`src/rtl/gf_pkg.sv`:
```
// Shared types and width helpers for the carry-less multiplier.
package gf_pkg;

  typedef enum logic [1:0] {
    IDLE = 2'd0,
    RUN  = 2'd1,
    DONE = 2'd2
  } gf_clmul_state_t;

  // Unreduced product width for an m-bit field
  function automatic int gf_prod_w(input int dw);
    return 2 * dw;
  endfunction

  // Iteration counter width
  function automatic int gf_cnt_w(input int dw);
    return $clog2(dw);
  endfunction

endpackage

```
`src/rtl/gf_clmul_seq.sv`:
```
// Sequential GF(2)[x] multiplier: one multiplier bit per cycle, unreduced
// 2*DATA_WIDTH product handed to the reduction stage over valid/ready.
// Optional macro GF_CLMUL_EARLY_EXIT_EN: leave RUN as soon as the remaining
// multiplier bits are all zero (same result, operand-dependent latency).
module gf_clmul_seq
  import gf_pkg::*;
#(
  parameter int DATA_WIDTH = 32
) (
  input  logic                              clk,
  input  logic                              resetn,
  input  logic                              in_valid,
  output logic                              in_ready,
  input  logic [DATA_WIDTH-1:0]             a_in,
  input  logic [DATA_WIDTH-1:0]             b_in,
  output logic                              out_valid,
  input  logic                              out_ready,
  output logic [gf_prod_w(DATA_WIDTH)-1:0]  product,
  output logic                              busy
);

  localparam int PW = gf_prod_w(DATA_WIDTH);
  localparam int CW = gf_cnt_w(DATA_WIDTH);
  localparam logic [CW-1:0] CNT_LAST = CW'(DATA_WIDTH - 1);

  gf_clmul_state_t       state_q, state_d;
  logic [PW-1:0]         acc_q, acc_d;
  logic [PW-1:0]         a_sh_q, a_sh_d;
  logic [DATA_WIDTH-1:0] b_sh_q, b_sh_d;
  logic [CW-1:0]         cnt_q, cnt_d;
  logic                  last_iter;

  // Next-state and datapath: load in IDLE, shift/XOR in RUN, hold in DONE
  always_comb begin
    state_d   = state_q;
    acc_d     = acc_q;
    a_sh_d    = a_sh_q;
    b_sh_d    = b_sh_q;
    cnt_d     = cnt_q;
    last_iter = 1'b0;
    unique case (state_q)
      IDLE: begin
        if (in_valid) begin
          a_sh_d  = PW'(a_in);
          b_sh_d  = b_in;
          acc_d   = '0;
          cnt_d   = '0;
          state_d = RUN;
        end
      end
      RUN: begin
        if (b_sh_q[0]) acc_d = acc_q ^ a_sh_q;
        a_sh_d    = a_sh_q << 1;
        b_sh_d    = b_sh_q >> 1;
        last_iter = (cnt_q == CNT_LAST);
`ifdef GF_CLMUL_EARLY_EXIT_EN
        // No set bits left above the current one: the product is final
        if ((b_sh_q >> 1) == '0) last_iter = 1'b1;
`endif
        // Counter parks on the last value instead of wrapping
        cnt_d = (cnt_q == CNT_LAST) ? cnt_q : cnt_q + CW'(1);
        if (last_iter) state_d = DONE;
      end
      DONE: begin
        if (out_ready) state_d = IDLE;
      end
      default: state_d = IDLE;
    endcase
  end

  // State and datapath registers; reset drops any in-flight product
  always_ff @(posedge clk or negedge resetn) begin
    if (!resetn) begin
      state_q <= IDLE;
      acc_q   <= '0;
      a_sh_q  <= '0;
      b_sh_q  <= '0;
      cnt_q   <= '0;
    end else begin
      state_q <= state_d;
      acc_q   <= acc_d;
      a_sh_q  <= a_sh_d;
      b_sh_q  <= b_sh_d;
      cnt_q   <= cnt_d;
    end
  end

  // Handshake outputs decode state only; product comes straight off acc
  assign in_ready  = (state_q == IDLE);
  assign out_valid = (state_q == DONE);
  assign busy      = (state_q == RUN);
  assign product   = acc_q;

endmodule

```
`config.mk`:
```
export PLATFORM = sky130hd
export DESIGN_NAME = gf_clmul_seq
export DESIGN_NICKNAME = d
export VERILOG_FILES = /design/src/rtl/gf_pkg.sv /design/src/rtl/gf_clmul_seq.sv
export SDC_FILE = /design/constraint.sdc
export NUM_CORES = 1
export LEC_CHECK = 0
export CAP_MARGIN = 20
export CORE_UTILIZATION = 40
export DETAILED_ROUTE_END_ITERATION = 8
export PLACE_DENSITY = 0.66
export SYNTH_ARGS = -nofsm -noshare
export SYNTH_HDL_FRONTEND = slang
export SYNTH_SLANG_ARGS = --single-unit
```
`constraint.sdc`:
```
create_clock -name clk -period 1.7 [get_ports clk]
set_clock_uncertainty 0.15 [all_clocks]
set_input_delay 0.34 -clock clk [delete_from_list [all_inputs] [get_ports clk]]
set_output_delay 0.34 -clock clk [all_outputs]
set_load 0.01 [all_outputs]
```
Word-level counts from Yosys, hierarchy flattened --
Index checks and enable logic that the tools add are counted.
Storage, ports and cells: flip-flop bits (word level) 167, input bits 68, output and inout bits 67, word-level logic and storage cells 35
Cells by class: add/subtract/negate cells 1, equal/unequal tests 8, mux-type cells 14, bitwise gates (word level) 1, reduce and logical (&&, ||, !) cells 6
Operator list (count):
- case mux 64 bit (2 select lines) | 2
- 2-to-1 mux 64 bit | 3
- case mux 32 bit (2 select lines) | 1
- XOR 64 bit | 1
- 2-to-1 mux 32 bit | 1
- 2-to-1 mux 5 bit | 2
- case mux 5 bit (2 select lines) | 1
- AND reduction 3 bit | 3
- 2-to-1 mux 2 bit | 3
- inequality test 2 x 1 -> 1 bit, second input constant | 3
- case mux 2 bit (3 select lines) | 1
- adder 5 x 1 -> 5 bit, second input constant | 1
- equality test 5 bit, second input constant | 1
- inequality test 2 bit, second input constant | 2
- equality test 2 x 1 -> 1 bit, second input constant | 1
- equality test 2 bit, second input constant | 1
- zero test 2 bit | 1
- AND reduction 2 bit | 1
- nonzero test 2 bit | 1

Depth between registers and ports, before layout --
Gate-level depths: netlist (run 1).
depth in word-level cells 3, mapped depth 8, gate-level depth less buffers 6

Worst setup path before layout (run 1) --
OpenSTA, ideal clock, no wires.
path type reg2reg, from reg cnt_q[0], to reg cnt_q[0], library setup time 0.125 ns, arrival 1.552 ns, data required time 1.425 ns, slack -0.126 ns, cell stages (with the launch flop) 7, path buffers 0, period minus slack after synthesis 1.826 ns, path through dfrtp_1 -> ha_1 -> and3_1 -> ha_1 -> nor3b_2 -> nor2_1 -> mux2_2
On the way: longest elaborated chain between the ends 3, elaborated cells on any way between the ends 6, classes of those cells 1 x add/sub; 2 x eq/ne; 2 x mux; 1 x reduce/logical
Ends and longest elaborated chain:
- from (decl) | line gf_clmul_seq.sv:30 | logic [CW-1:0] cnt_q, cnt_d;
- from (signal assigned) | line gf_clmul_seq.sv:84 | cnt_q <= cnt_d;
- adder 5 x 1 -> 5 bit or equality test 5 bit (tied branches) | line gf_clmul_seq.sv:61 | cnt_d = (cnt_q == CNT_LAST) ? cnt_q : cnt_q + CW'(1);
- 2-to-1 mux 5 bit or inequality test 2 bit (tied branches)
- case mux 5 bit (2 select lines) or AND reduction 3 bit (tied branches)
Several ways; a longest one is shown, not always the timed one. The select of a mux whose other input is x is not followed. A chain may end at the register's enable or synchronous reset.

Final worst setup path (run 1) --
from reg state_q[0], to reg b_sh_q[14]
On the way: longest elaborated chain between the ends 3, elaborated cells on any way between the ends 6, classes of those cells 2 x eq/ne; 1 x mux; 3 x reduce/logical
Ends and longest elaborated chain:
- from (decl) | line gf_clmul_seq.sv:26 | gf_clmul_state_t state_q, state_d;
- from (signal assigned) | line gf_clmul_seq.sv:80 | state_q <= state_d;
- equality test 2 x 1 -> 1 bit or zero test 2 bit (tied branches) | line gf_clmul_seq.sv:41 | unique case (state_q)
- nonzero test 2 bit (no line) or inequality test 2 bit (tied branches)
- AND reduction 2 bit (no line)
- to (signal assigned) | line gf_clmul_seq.sv:83 | b_sh_q <= b_sh_d;
- to (decl) | line gf_clmul_seq.sv:29 | logic [DATA_WIDTH-1:0] b_sh_q, b_sh_d;
Several ways; a longest one is shown, not always the timed one.

==> flow_metrics.py, run 1 <==
metrics = {
    "routing": {
        "post_drt_wl_per_cell_um": 17.3,
        "drt_iter0_markers": 465,
        "drt_first_pass_iters": 5,
        "ant_nets": 0,
        "vias_after_detailed_routing": 6134,
        "routed_via_count_divided_by_cell_count": 5.31,
        "postRouteWirelength_um": 20000,
        "remaining_drc_errors": 0,
    },
    "sta": {
        "timing.final.crit_share_pct": 109,
        "achievable-frequency_mhz": 538,
        "timing.final.max_slew_violations": 0,
        "timing.max_slew.rel_slack_pct": 66.0,
        "rsz0062_at_grt": "true",
        "hold_slack_final_ps": 263,
        "timing.final.hold_violations": 0,
        "period_needed_ps": 1860,
        "final_setup_violation_count": 99,
        "setup_total_negative_slack_ps": -3300,
        "finalWorstSetupSlack_ps": -157,
        "worst-slew-pin-transition_ps": 510,
    },
    "cts": {
        "cts_made_buffers": 17,
        "clkTransAtPathRegs_ps": 60,
        "clk_latency_ps": 430,
        "tritoncts": "built",
        "clock_tree_root_driver_cell": "clkbuf_16",
        "h_tree_lvls": 4,
        "cts.sink_count": 167,
        "clock_buffer_depth": 2,
    },
    "cells_and_area": {
        "num_antenna_cells": 0,
        "final_common_cell": "dfrtp_1",
        "layout.filler_cells": 1581,
        "stdcell_area_mm2": 0.0106,
        "syn_to_final_growth_pct": 38.7,
        "design.final.nets": 980,
        "layout-drive-gt1-share_pct": 13.6,
        "layout_common_cells": "dfrtp_1, nand2_1, clkdlybuf4s50_1",
    },
    "synthesis": {
        "muxShareOfSynthArea_pct": 0.148,
        "syn_nets": 826,
        "fraction_of_the_mapped_netlist_area_in_compound_gates_pct": 14.0,
        "largest_family_of_logic_cells_by_synthesized_area": "simple AND/OR/NAND/NOR gates",
        "synth-edff-count": 0,
        "synthSimpleGateAreaFrac_pct": 18.8,
        "synthXorXnorAreaFrac_pct": 7.48,
        "cell_area_after_technology_mapping_mm2": 0.00761,
        "synth-seq-cells": 167,
        "syn-mean-instance-area_um2": 10.1,
        "synthArstFlopShare_pct": 100,
        "seq_area_frac_synth_pct": 54.9,
        "post_synth_inst_count": 756,
        "yosys.area.top_type_share_pct": 54.9,
        "yosysWarningCount": 0,
        "synth.top_cells.by_area": "dfrtp_1, nand4b_1, xor2_1, a22oi_1, nand2_1",
        "yosys.area_share.adder_pct": 0.329,
        "ys_dominant_reg_cell": "dfrtp_1",
        "yosysTopAreaCell": "dfrtp_1",
        "yosys.cell_types.count": 32,
    },
    "critical_path": {
        "worst-endpoint-arrival_ps": 2040,
        "worst_ep_required_time_ps": 1880,
        "critical_path_peak_fanout": 30,
        "worst_setup_path_start_kind": "flip-flop",
        "timing_worst_setup_path_type": "flip-flop to flip-flop",
        "critical_path.endpoint_type": "flip-flop",
    },
    "global_route": {
        "antenna_found_initial": 0,
        "grt-ovfl-total": 0,
        "grt_pass1_vias": 5953,
        "grt_max_degree": 62,
        "grt_use_total_pct": 20.4,
        "grt_pass1_wl_um": 31300,
    },
    "die": {
        "io-pin-count": 135,
        "initial_core_util_pct": 40.7,
        "chipHeight_um": 140,
        "row_count": 50,
        "core_area_mm2": 0.0187,
        "die_width_um": 140,
        "die_area_mm2": 0.0196,
    },
    "place": {
        "io_buffers": 134,
        "placement.cell_area_mm2": 0.00952,
        "gp_congestion": 0.769,
        "place.detailed.hpwl_um": 12000,
    },
    "power_and_ir_drop": {
        "p_sw_mw": 6.63,
        "p_leak_nw": 4.60,
        "powerDensity_mw_per_mm2": 1740,
        "sequentialPowerShare_pct": 37.9,
        "internal_power_mw": 11.8,
        "pwr-share-clk_pct": 21.1,
        "part_of_the_power_in_combinational_logic_pct": 41.0,
        "p_sw_share_pct": 36.0,
        "vdd_ir_drop_max_mv": 0.950,
    },
    "outcome": {
        "failing_checks": "negative setup slack",
        "status": "finished with violations",
    },
    "min_path": {
        "worst_hold_path_type": "primary input to asynchronous set/reset pin",
    },
    "run": {
        "cap_violations": 0,
    },
}
[area by class of cell]
type                       count  area [um^2]  share of cell area, %
clock inverter                 9          128                   1.21
clock buffer                  22          454                   4.30
multi-input combinational    518         3210                   30.4
tap                          234          293                   2.77
inverter                       3         13.8                  0.130
sequential                   167         4190                   39.7
timing repair buffer         203         2270                   21.5
[critical path, stage by stage (launching register included)]
cell and delay [ps]:
dfrtp_4 500, buf_6 140, buf_12 150, buf_16 150, o21bai_4 210, buf_12 220, nand2_1 100, o21ai_1 130
[state kept, by name (all words and copies together), names as in the netlist]
signal   count
a_sh_q      64
b_sh_q      32
cnt_q        5
product     64
state_q      2
[worst paths after layout]
check                      depth (start not counted)  slack, ps                endpoint              startpoint
setup / recovery                                   7       -160  b_sh_q[14]$_DFFE_PN0P_  state_q[0]$_DFFE_PN0P_
hold / removal                                     2        260   a_sh_q[7]$_DFFE_PN0P_                  resetn
setup reg to reg                                   7       -160  b_sh_q[14]$_DFFE_PN0P_  state_q[0]$_DFFE_PN0P_
hold reg to reg                                    2        340  b_sh_q[15]$_DFFE_PN0P_  b_sh_q[15]$_DFFE_PN0P_
max in group asynchronous                          3        560  state_q[0]$_DFFE_PN0P_                  resetn
min in group clk                                   2        340  b_sh_q[15]$_DFFE_PN0P_  b_sh_q[15]$_DFFE_PN0P_
[per-layer routing]
layer / vias to the layer above / GRT usage (%) / routed length, um
met4: 0 / 8.62 / 630
met5: - / 0 / 0
met2: 165 / 31.5 / 9420
met3: 41 / 3.90 / 799
met1: 2991 / 28.0 / 9180
li1: 2937 / - / -
[Yosys cell counts (13+ instances only)]
master	number
buf_2	33
nor2_1	67
a21oi_1	15
dfrtp_1	167
clkbuf_1	25
o21ai_1	13
nor2b_1	16
o21ai_0	83
a22oi_1	61
nand4b_1	64
nand2_1	116
xor2_1	64
[per-stage QoR]
step	setup slack [ps]	power (mW)	std cells	utilization [%]
3_3_place_gp	-267	13.8	1102	50.9
4_1_cts	-128	18.0	1144	54.8
6_report	-157	18.4	1156	56.5
2_1_floorplan	-36.8	10.7	756	-
5_1_grt	-180	19.6	1156	56.5
3_5_place_dp	-276	13.9	1102	50.9
[cell families (layout without fill, tap and decap cells)]
logic type      count (synthesis)  after routing
mux                             1              1
xor+xnor                       65             65
flops                         167            167
compound gates                178            178
simple gates                  272            272
buf+inv                        71            237
fa+ha+maj                       2              2
[what timing repair did]
item	in CTS	in global routing
hold buffers	1	0
pin swaps	9	21
endpoints found under the setup margin	124	133
gates cloned	3	7
resized for setup	101	60
hold endpoints to repair	32	0
buffers inserted	7	6
[power by group through the flow]
stage / registers [mW] / clock network, mW / logic [mW]
floorplan: 7.00 / 0 / 3.74
finish: 6.98 / 3.88 / 7.55
global route: 7.21 / 4.12 / 8.30
global placement: 7.03 / 0 / 6.73
CTS: 6.97 / 3.93 / 7.05
detailed placement: 7.05 / 0 / 6.87
No activity file was read; power rests on OpenSTA's default activity.
==> inputs of run 2 (changes only) <==
--- a/config.mk
+++ b/config.mk
@@ -6,9 +6,9 @@
 export NUM_CORES = 1
 export LEC_CHECK = 0
 export CAP_MARGIN = 20
+export CORE_MARGIN = 1.5
 export CORE_UTILIZATION = 40
 export DETAILED_ROUTE_END_ITERATION = 8
-export PLACE_DENSITY = 0.66
 export SYNTH_ARGS = -nofsm -noshare
 export SYNTH_HDL_FRONTEND = slang
 export SYNTH_SLANG_ARGS = --single-unit
==> constraint.sdc (replaced) <==
create_clock -name clk -period 2.4 [get_ports clk]
set_clock_uncertainty 0.15 [all_clocks]
set_input_delay 0.48 -clock clk [delete_from_list [all_inputs] [get_ports clk]]
set_output_delay 0.48 -clock clk [all_outputs]
set_load 0.01 [all_outputs]
==> run 2 against run 1 <==
  * The flow now finishes without violations
  * First-iteration DRC count decreased by 5.8%
  * Sequential power shrank 28%
  * Combinational power decreased by 40%
  * Cell count is 3.7% lower
  * Power fell by 32%
  * Count of clock-buffer cells in the layout down 3
  * Utilization shrank 3.6 points
  * Die area up 1.4%
  * Design area is 6.5% lower
  * Worst hold slack improved by 69 ps
  * Largest cell class unchanged
==> flow_metrics.py, run 2 (same netlist as run 1, synthesis figures left out) <==
metrics = {
    "critical_path": {
        "worst_setup_path_start_kind": "flip-flop",
        "worst_r2r_path_depth": 6,
        "critical_path.endpoint_type": "primary output",
        "reg2reg_setup_slack_ps": 390,
        "worst_ep_required_time_ps": 1770,
        "worstReg2RegEnd": "cnt_q[0]$_DFFE_PN0P_",
        "rr_startpoint": "cnt_q[0]$_DFFE_PN0P_",
        "critical_path_peak_fanout": 9,
        "worst-endpoint-arrival_ps": 1720,
        "timing_worst_setup_path_type": "flip-flop to primary output",
    },
    "cts": {
        "cts_made_buffers": 17,
        "setup_fix_buffers_added_after_clock_tree_synthesis": 0,
        "tritoncts": "built",
        "clock_tree_root_driver_cell": "clkbuf_16",
        "clk_latency_ps": 420,
        "cts.sink_count": 167,
        "clock_buffer_depth": 2,
        "h_tree_lvls": 4,
        "clkTransAtPathRegs_ps": 60,
    },
    "place": {
        "io_buffers": 134,
        "preCtsSetupSlack_ps": 211,
        "place.detailed.hpwl_um": 12100,
        "gp_congestion": 0.736,
    },
    "die": {
        "io-pin-count": 135,
        "core_area_mm2": 0.0187,
        "row_count": 50,
        "chipHeight_um": 141,
        "initial_core_util_pct": 40.7,
        "die_area_mm2": 0.0199,
        "die_width_um": 141,
    },
    "sta": {
        "timing.max_slew.rel_slack_pct": 55.4,
        "period_needed_ps": 2350,
        "achievable-frequency_mhz": 425,
        "timing.final.crit_share_pct": 97.9,
        "timing.final.max_slew_violations": 0,
        "finalWorstSetupSlack_ps": 49.5,
        "final_setup_violation_count": 0,
        "rsz0062_at_grt": "false",
        "timing.final.hold_violations": 0,
        "worst-slew-pin-transition_ps": 669,
        "setup_total_negative_slack_ps": 0,
    },
    "global_route": {
        "grt_pass1_vias": 6050,
        "antenna_found_initial": 0,
        "grt_pass1_wl_um": 31200,
        "grt_use_total_pct": 19.7,
        "grt_max_degree": 64,
        "grt-ovfl-total": 0,
    },
    "routing": {
        "wl_met2_um": 9060,
        "routed_via_count_divided_by_cell_count": 5.38,
        "met1Wirelength_um": 8610,
        "remaining_drc_errors": 0,
        "drt_first_pass_iters": 5,
        "vias_after_detailed_routing": 5991,
        "route.top_layer_used": "met4",
        "post_drt_wl_per_cell_um": 16.9,
        "ant_nets": 0,
        "postRouteWirelength_um": 18800,
        "drt_iter0_markers": 438,
        "dr_wl_met3_um": 888,
    },
    "cells_and_area": {
        "final_common_cell": "dfrtp_1",
        "layout-drive-gt1-share_pct": 7.85,
        "design.final.nets": 936,
        "multi_input_comb_area_mm2": 0.00313,
        "layout_common_cells": "dfrtp_1, clkdlybuf4s50_1, nand2_1",
        "register_area_mm2": 0.00419,
        "syn_to_final_growth_pct": 29.7,
        "layout.filler_cells": 1649,
        "num_antenna_cells": 0,
    },
    "power_and_ir_drop": {
        "p_sw_share_pct": 35.5,
        "pwr-share-clk_pct": 23.7,
        "internal_power_mw": 8.08,
        "p_sw_mw": 4.45,
        "p_leak_nw": 4.07,
        "vdd_ir_drop_max_mv": 0.560,
        "part_of_the_power_in_combinational_logic_pct": 36.3,
        "sequentialPowerShare_pct": 39.9,
        "powerDensity_mw_per_mm2": 1270,
    },
    "outcome": {
        "status": "finished, final reports clean",
    },
    "min_path": {
        "timing.hold.worst.start": "b_sh_q[15]$_DFFE_PN0P_",
        "number_of_cells_on_the_worst_hold_path": 2,
        "worst_hold_path.endpoint": "b_sh_q[15]$_DFFE_PN0P_",
        "worst_hold_path_type": "flip-flop to flip-flop",
    },
    "run": {
        "cap_violations": 0,
    },
}
-- run 2: critical path: stages (launching register included) --
cell and delay [ps]:
dfrtp_4 550, nor2_1 190, clkdlybuf4s50_1 570
-- run 2: per-stage QoR --
step           power, mW  hold WS [ps]  instance area, um^2  utilization (%)  cells
2_1_floorplan       7.58          34.4                 7610                -    756
4_1_cts             12.7           335                 9880             52.8   1113
5_1_grt             13.4           356                 9880             52.8   1113
3_5_place_dp        9.64           321                 9230             49.3   1080
3_3_place_gp        9.43           314                 9230             49.3   1080
6_report            12.5           332                 9880             52.8   1113
-- run 2: power by group through the flow --
stage	registers [mW]	logic, mW	clock network, mW
after floorplan	4.95	2.63	0
after global placement	4.99	4.44	0
after detailed placement	5.04	4.60	0
after CTS	5.01	4.61	3.03
after global routing	5.17	5.07	3.17
final	5.00	4.55	2.98
-- run 2: how the worst max path moves through the flow --
stage | start | endpoint | slack (ps) | depth (start not counted)
floorplan | cnt_q[0]$_DFFE_PN0P_ | cnt_q[0]$_DFFE_PN0P_ | 570 | 6
global placement | in_valid | b_sh_q[0]$_DFFE_PN0P_ | 240 | 4
detailed placement | in_valid | b_sh_q[0]$_DFFE_PN0P_ | 210 | 4
CTS | state_q[1]$_DFFE_PN0P_ | busy | 20 | 3
global route | state_q[0]$_DFFE_PN0P_ | in_ready | 2 | 2
finish | state_q[0]$_DFFE_PN0P_ | in_ready | 50 | 2
-- run 2: cell type report --
class | count | area share (%)
tap | 234 | 2.96
timing repair buffer | 159 | 16.4
clock inverter | 13 | 2.05
clock buffer | 19 | 4.38
sequential | 167 | 42.4
inverter | 3 | 0.114
multi-input combinational | 518 | 31.7
-- run 2: routing by layer --
metal  up-vias  GRT usage [%]
met5         -              0
met4         0           5.37
met3        18           4.31
met2       156           31.7
met1      2987           27.0
li1       2830              -
-- run 2: repair_timing --
item                                   CTS  global route
hold buffers                             1             0
resized for setup                        1             1
endpoints found under the hold margin   54             0
setup endpoints to repair                1             1
cloned                                   0             0
==> inputs of run 3 (changes only) <==
--- a/config.mk
+++ b/config.mk
@@ -5,6 +5,7 @@
 export SDC_FILE = /design/constraint.sdc
 export NUM_CORES = 1
 export LEC_CHECK = 0
+export ABC_AREA = 1
 export CAP_MARGIN = 20
 export CORE_MARGIN = 1.5
 export CORE_UTILIZATION = 40
==> run 3 against run 2 <==
  * Sequential share of layout area down 2.4 points
  * Design area up 5.9%
  * Count of clock-buffer cells in the layout unchanged
  * Fmax about the same
  * Combinational power up 41%
  * Sequential cell count unchanged
  * Die area up 8.8%
  * Power up 12%
  * Sequential power down 3%
  * Via count up 4.2%
==> flow_metrics.py, run 3 <==
metrics = {
    "synthesis": {
        "syn-mean-instance-area_um2": 8.60,
        "cell_area_after_technology_mapping_mm2": 0.00830,
        "yosys.area.top_type_share_pct": 50.4,
        "synth_commonest_cells": "nand2_1, dfrtp_1, nand2_2",
        "yosysTopAreaCell": "dfrtp_1",
        "seq_area_frac_synth_pct": 50.4,
        "yosysWarningCount": 0,
        "synthArstFlopShare_pct": 100,
        "synth-edff-count": 0,
        "synth.top_cells.by_area": "dfrtp_1, nand2_1, nand2_2, xnor2_1, o21ai_0",
        "synth_most_common_cell": "nand2_1",
        "synth-seq-cells": 167,
        "ys_dominant_reg_cell": "dfrtp_1",
        "syn_nets": 1035,
        "post_synth_inst_count": 965,
        "yosys.cell_types.count": 25,
    },
    "cts": {
        "clock_tree_root_driver_cell": "clkbuf_16",
        "clock_buffer_depth": 2,
        "tritoncts": "built",
        "clkTransAtPathRegs_ps": 70,
        "clk_latency_ps": 420,
        "h_tree_lvls": 4,
        "cts.sink_count": 167,
        "cts_made_buffers": 17,
    },
    "power_and_ir_drop": {
        "internal_power_mw": 8.51,
        "fin_total_pwr_mw": 14.0,
        "vdd_ir_drop_max_mv": 0.543,
        "p_leak_nw": 4.69,
        "p_sw_mw": 5.48,
        "powerDensity_mw_per_mm2": 1340,
        "pwr-share-clk_pct": 19.6,
        "p_sw_share_pct": 39.2,
        "part_of_the_power_in_combinational_logic_pct": 45.9,
        "sequentialPowerShare_pct": 34.5,
    },
    "routing": {
        "drt_first_pass_iters": 6,
        "routed_via_count_divided_by_cell_count": 4.58,
        "postRouteWirelength_um": 17600,
        "post_drt_wl_per_cell_um": 12.9,
        "remaining_drc_errors": 0,
        "vias_after_detailed_routing": 6244,
        "ant_nets": 0,
        "drt_iter0_markers": 283,
    },
    "global_route": {
        "grt_use_total_pct": 17.5,
        "grt_max_degree": 143,
        "grt-ovfl-total": 0,
        "gr-usage-met1_pct": 24.6,
        "global_route.peak_usage_layer": "met2",
        "routing_usage_on_met3_pct": 3.63,
        "grt_pass1_vias": 6157,
        "grt.met2_usage_pct": 27.5,
        "antenna_found_initial": 0,
        "grt_pass1_wl_um": 30500,
    },
    "outcome": {
        "status": "finished, final reports clean",
    },
    "sta": {
        "achievable-frequency_mhz": 425,
        "worst-slew-pin-transition_ps": 632,
        "setup_total_negative_slack_ps": 0,
        "timing.final.crit_share_pct": 98.0,
        "period_needed_ps": 2350,
        "timing.final.hold_violations": 0,
        "final_setup_violation_count": 0,
        "rsz0062_at_grt": "false",
        "timing.final.max_slew_violations": 0,
        "timing.max_slew.rel_slack_pct": 57.8,
    },
    "die": {
        "initial_core_util_pct": 40.9,
        "die_area_mm2": 0.0216,
        "row_count": 52,
        "chipHeight_um": 147,
        "core_area_mm2": 0.0203,
        "io-pin-count": 135,
        "die_width_um": 147,
    },
    "cells_and_area": {
        "layout-drive-gt1-share_pct": 16.5,
        "final_core_utilization_pct": 51.5,
        "num_antenna_cells": 0,
        "syn_to_final_growth_pct": 26.0,
        "design.final.nets": 1151,
        "layout_common_cells": "nand2_1, dfrtp_1, clkdlybuf4s50_1",
        "final_common_cell": "nand2_1",
    },
    "critical_path": {
        "worst-endpoint-arrival_ps": 1720,
        "worst_ep_required_time_ps": 1770,
        "timing.critical_path.buf_inv": 1,
        "slowest_delay_ps": 580,
        "cp_slowest_cell": "clkdlybuf4s50_1",
        "worstPathCellList": "nor2_2 > clkdlybuf4s50_1",
        "timing_worst_setup_path_type": "flip-flop to primary output",
        "worst_setup_path_start_kind": "flip-flop",
        "critical_path.endpoint_type": "primary output",
        "rr_startpoint": "cnt_q[0]$_DFFE_PN0P_",
        "worst_path_dominant_cell_family": "buffers and inverters",
        "worstSetupStartpoint": "state_q[0]$_DFFE_PN0P_",
        "critical_path_peak_fanout": 6,
    },
    "min_path": {
        "worst_hold_path_type": "flip-flop to flip-flop",
        "timing.hold.worst.start": "cnt_q[4]$_DFFE_PN0P_",
    },
    "place": {
        "place.detailed.hpwl_um": 11400,
        "io_buffers": 134,
        "gp_congestion": 0.738,
    },
    "run": {
        "cap_violations": 0,
    },
}
## run 3: worst register-to-register path, cell delays in order (launching register included)
cell and delay [ps]:
dfrtp_1 400, ha_1 230, nand2_1 80, nor2_1 40
ha_1 180, inv_1 90, nand3_1 110, nand2_1 170
inv_1 100, nand2_1 60, o21ai_0 70
## run 3: what timing repair did
item	in CTS	in global routing
buffers inserted	0	0
resized for setup	3	0
endpoints found under the hold margin	60	0
setup endpoints to repair	2	0
hold buffers	1	0
## run 3: power by group through the flow
stage,combinational (mW),clock [mW],sequential (mW)
after detailed placement,6.50,0,4.88
after floorplan,4.57,0,4.93
after global routing,7.29,2.95,5.00
final,6.42,2.75,4.83
after global placement,6.37,0,4.86
after CTS,6.53,2.84,4.84
## run 3: cell families after synthesis
logic type / Yosys count / share of synthesized area, %
buffers and inverters: 156 / 9.05
DFF: 167 / 50.4
and+or+nand+nor: 411 / 22.9
adders and majority gates: 2 / 0.302
AOI/OAI and AO/OA: 165 / 10.6
xor gates and xnor gates: 64 / 6.76
## run 3: layer usage
metal	vias to the layer above	wire, um
met4	0	160
met2	112	8290
li1	3221	-
met5	-	0
met1	2899	8510
met3	12	601
## run 3: final timing paths
| kind | endpoint | slack (ps) | depth (start not counted) |
|---|---|---|---|
| max | in_ready | 50 | 2 |
| min | cnt_q[4]$_DFFE_PN0P_ | 340 | 2 |
| max reg2reg | cnt_q[0]$_DFFE_PN0P_ | 610 | 10 |
| min reg2reg | cnt_q[4]$_DFFE_PN0P_ | 340 | 2 |
| max in group asynchronous | a_sh_q[9]$_DFFE_PN0P_ | 960 | 3 |
| min in group asynchronous | product[38]$_DFFE_PN0P_ | 460 | 2 |
## run 3: final cells by class
| type | instances | area, um^2 |
|---|---|---|
| Fill cell | 1959 | 9840 |
| Sequential cell | 167 | 4180 |
| Multi-Input combinational cell | 642 | 3380 |
| Clock inverter | 13 | 146 |
| Timing Repair Buffer | 150 | 1580 |
| Clock buffer | 19 | 443 |
| Tap cell | 270 | 338 |
| Inverter | 103 | 392 |
## run 3: metrics by stage
| stage | setup slack, ps | area, um^2 | hold slack [ps] | instances |
|---|---|---|---|---|
| 2_1_floorplan | 749 | 8300 | 34.4 | 965 |
| 3_3_place_gp | 244 | 9860 | 326 | 1331 |
| 3_5_place_dp | 197 | 9860 | 334 | 1331 |
| 4_1_cts | 42.4 | 10500 | 352 | 1364 |
| 5_1_grt | 0.875 | 10500 | 377 | 1364 |
| 6_report | 49.0 | 10500 | 343 | 1364 |
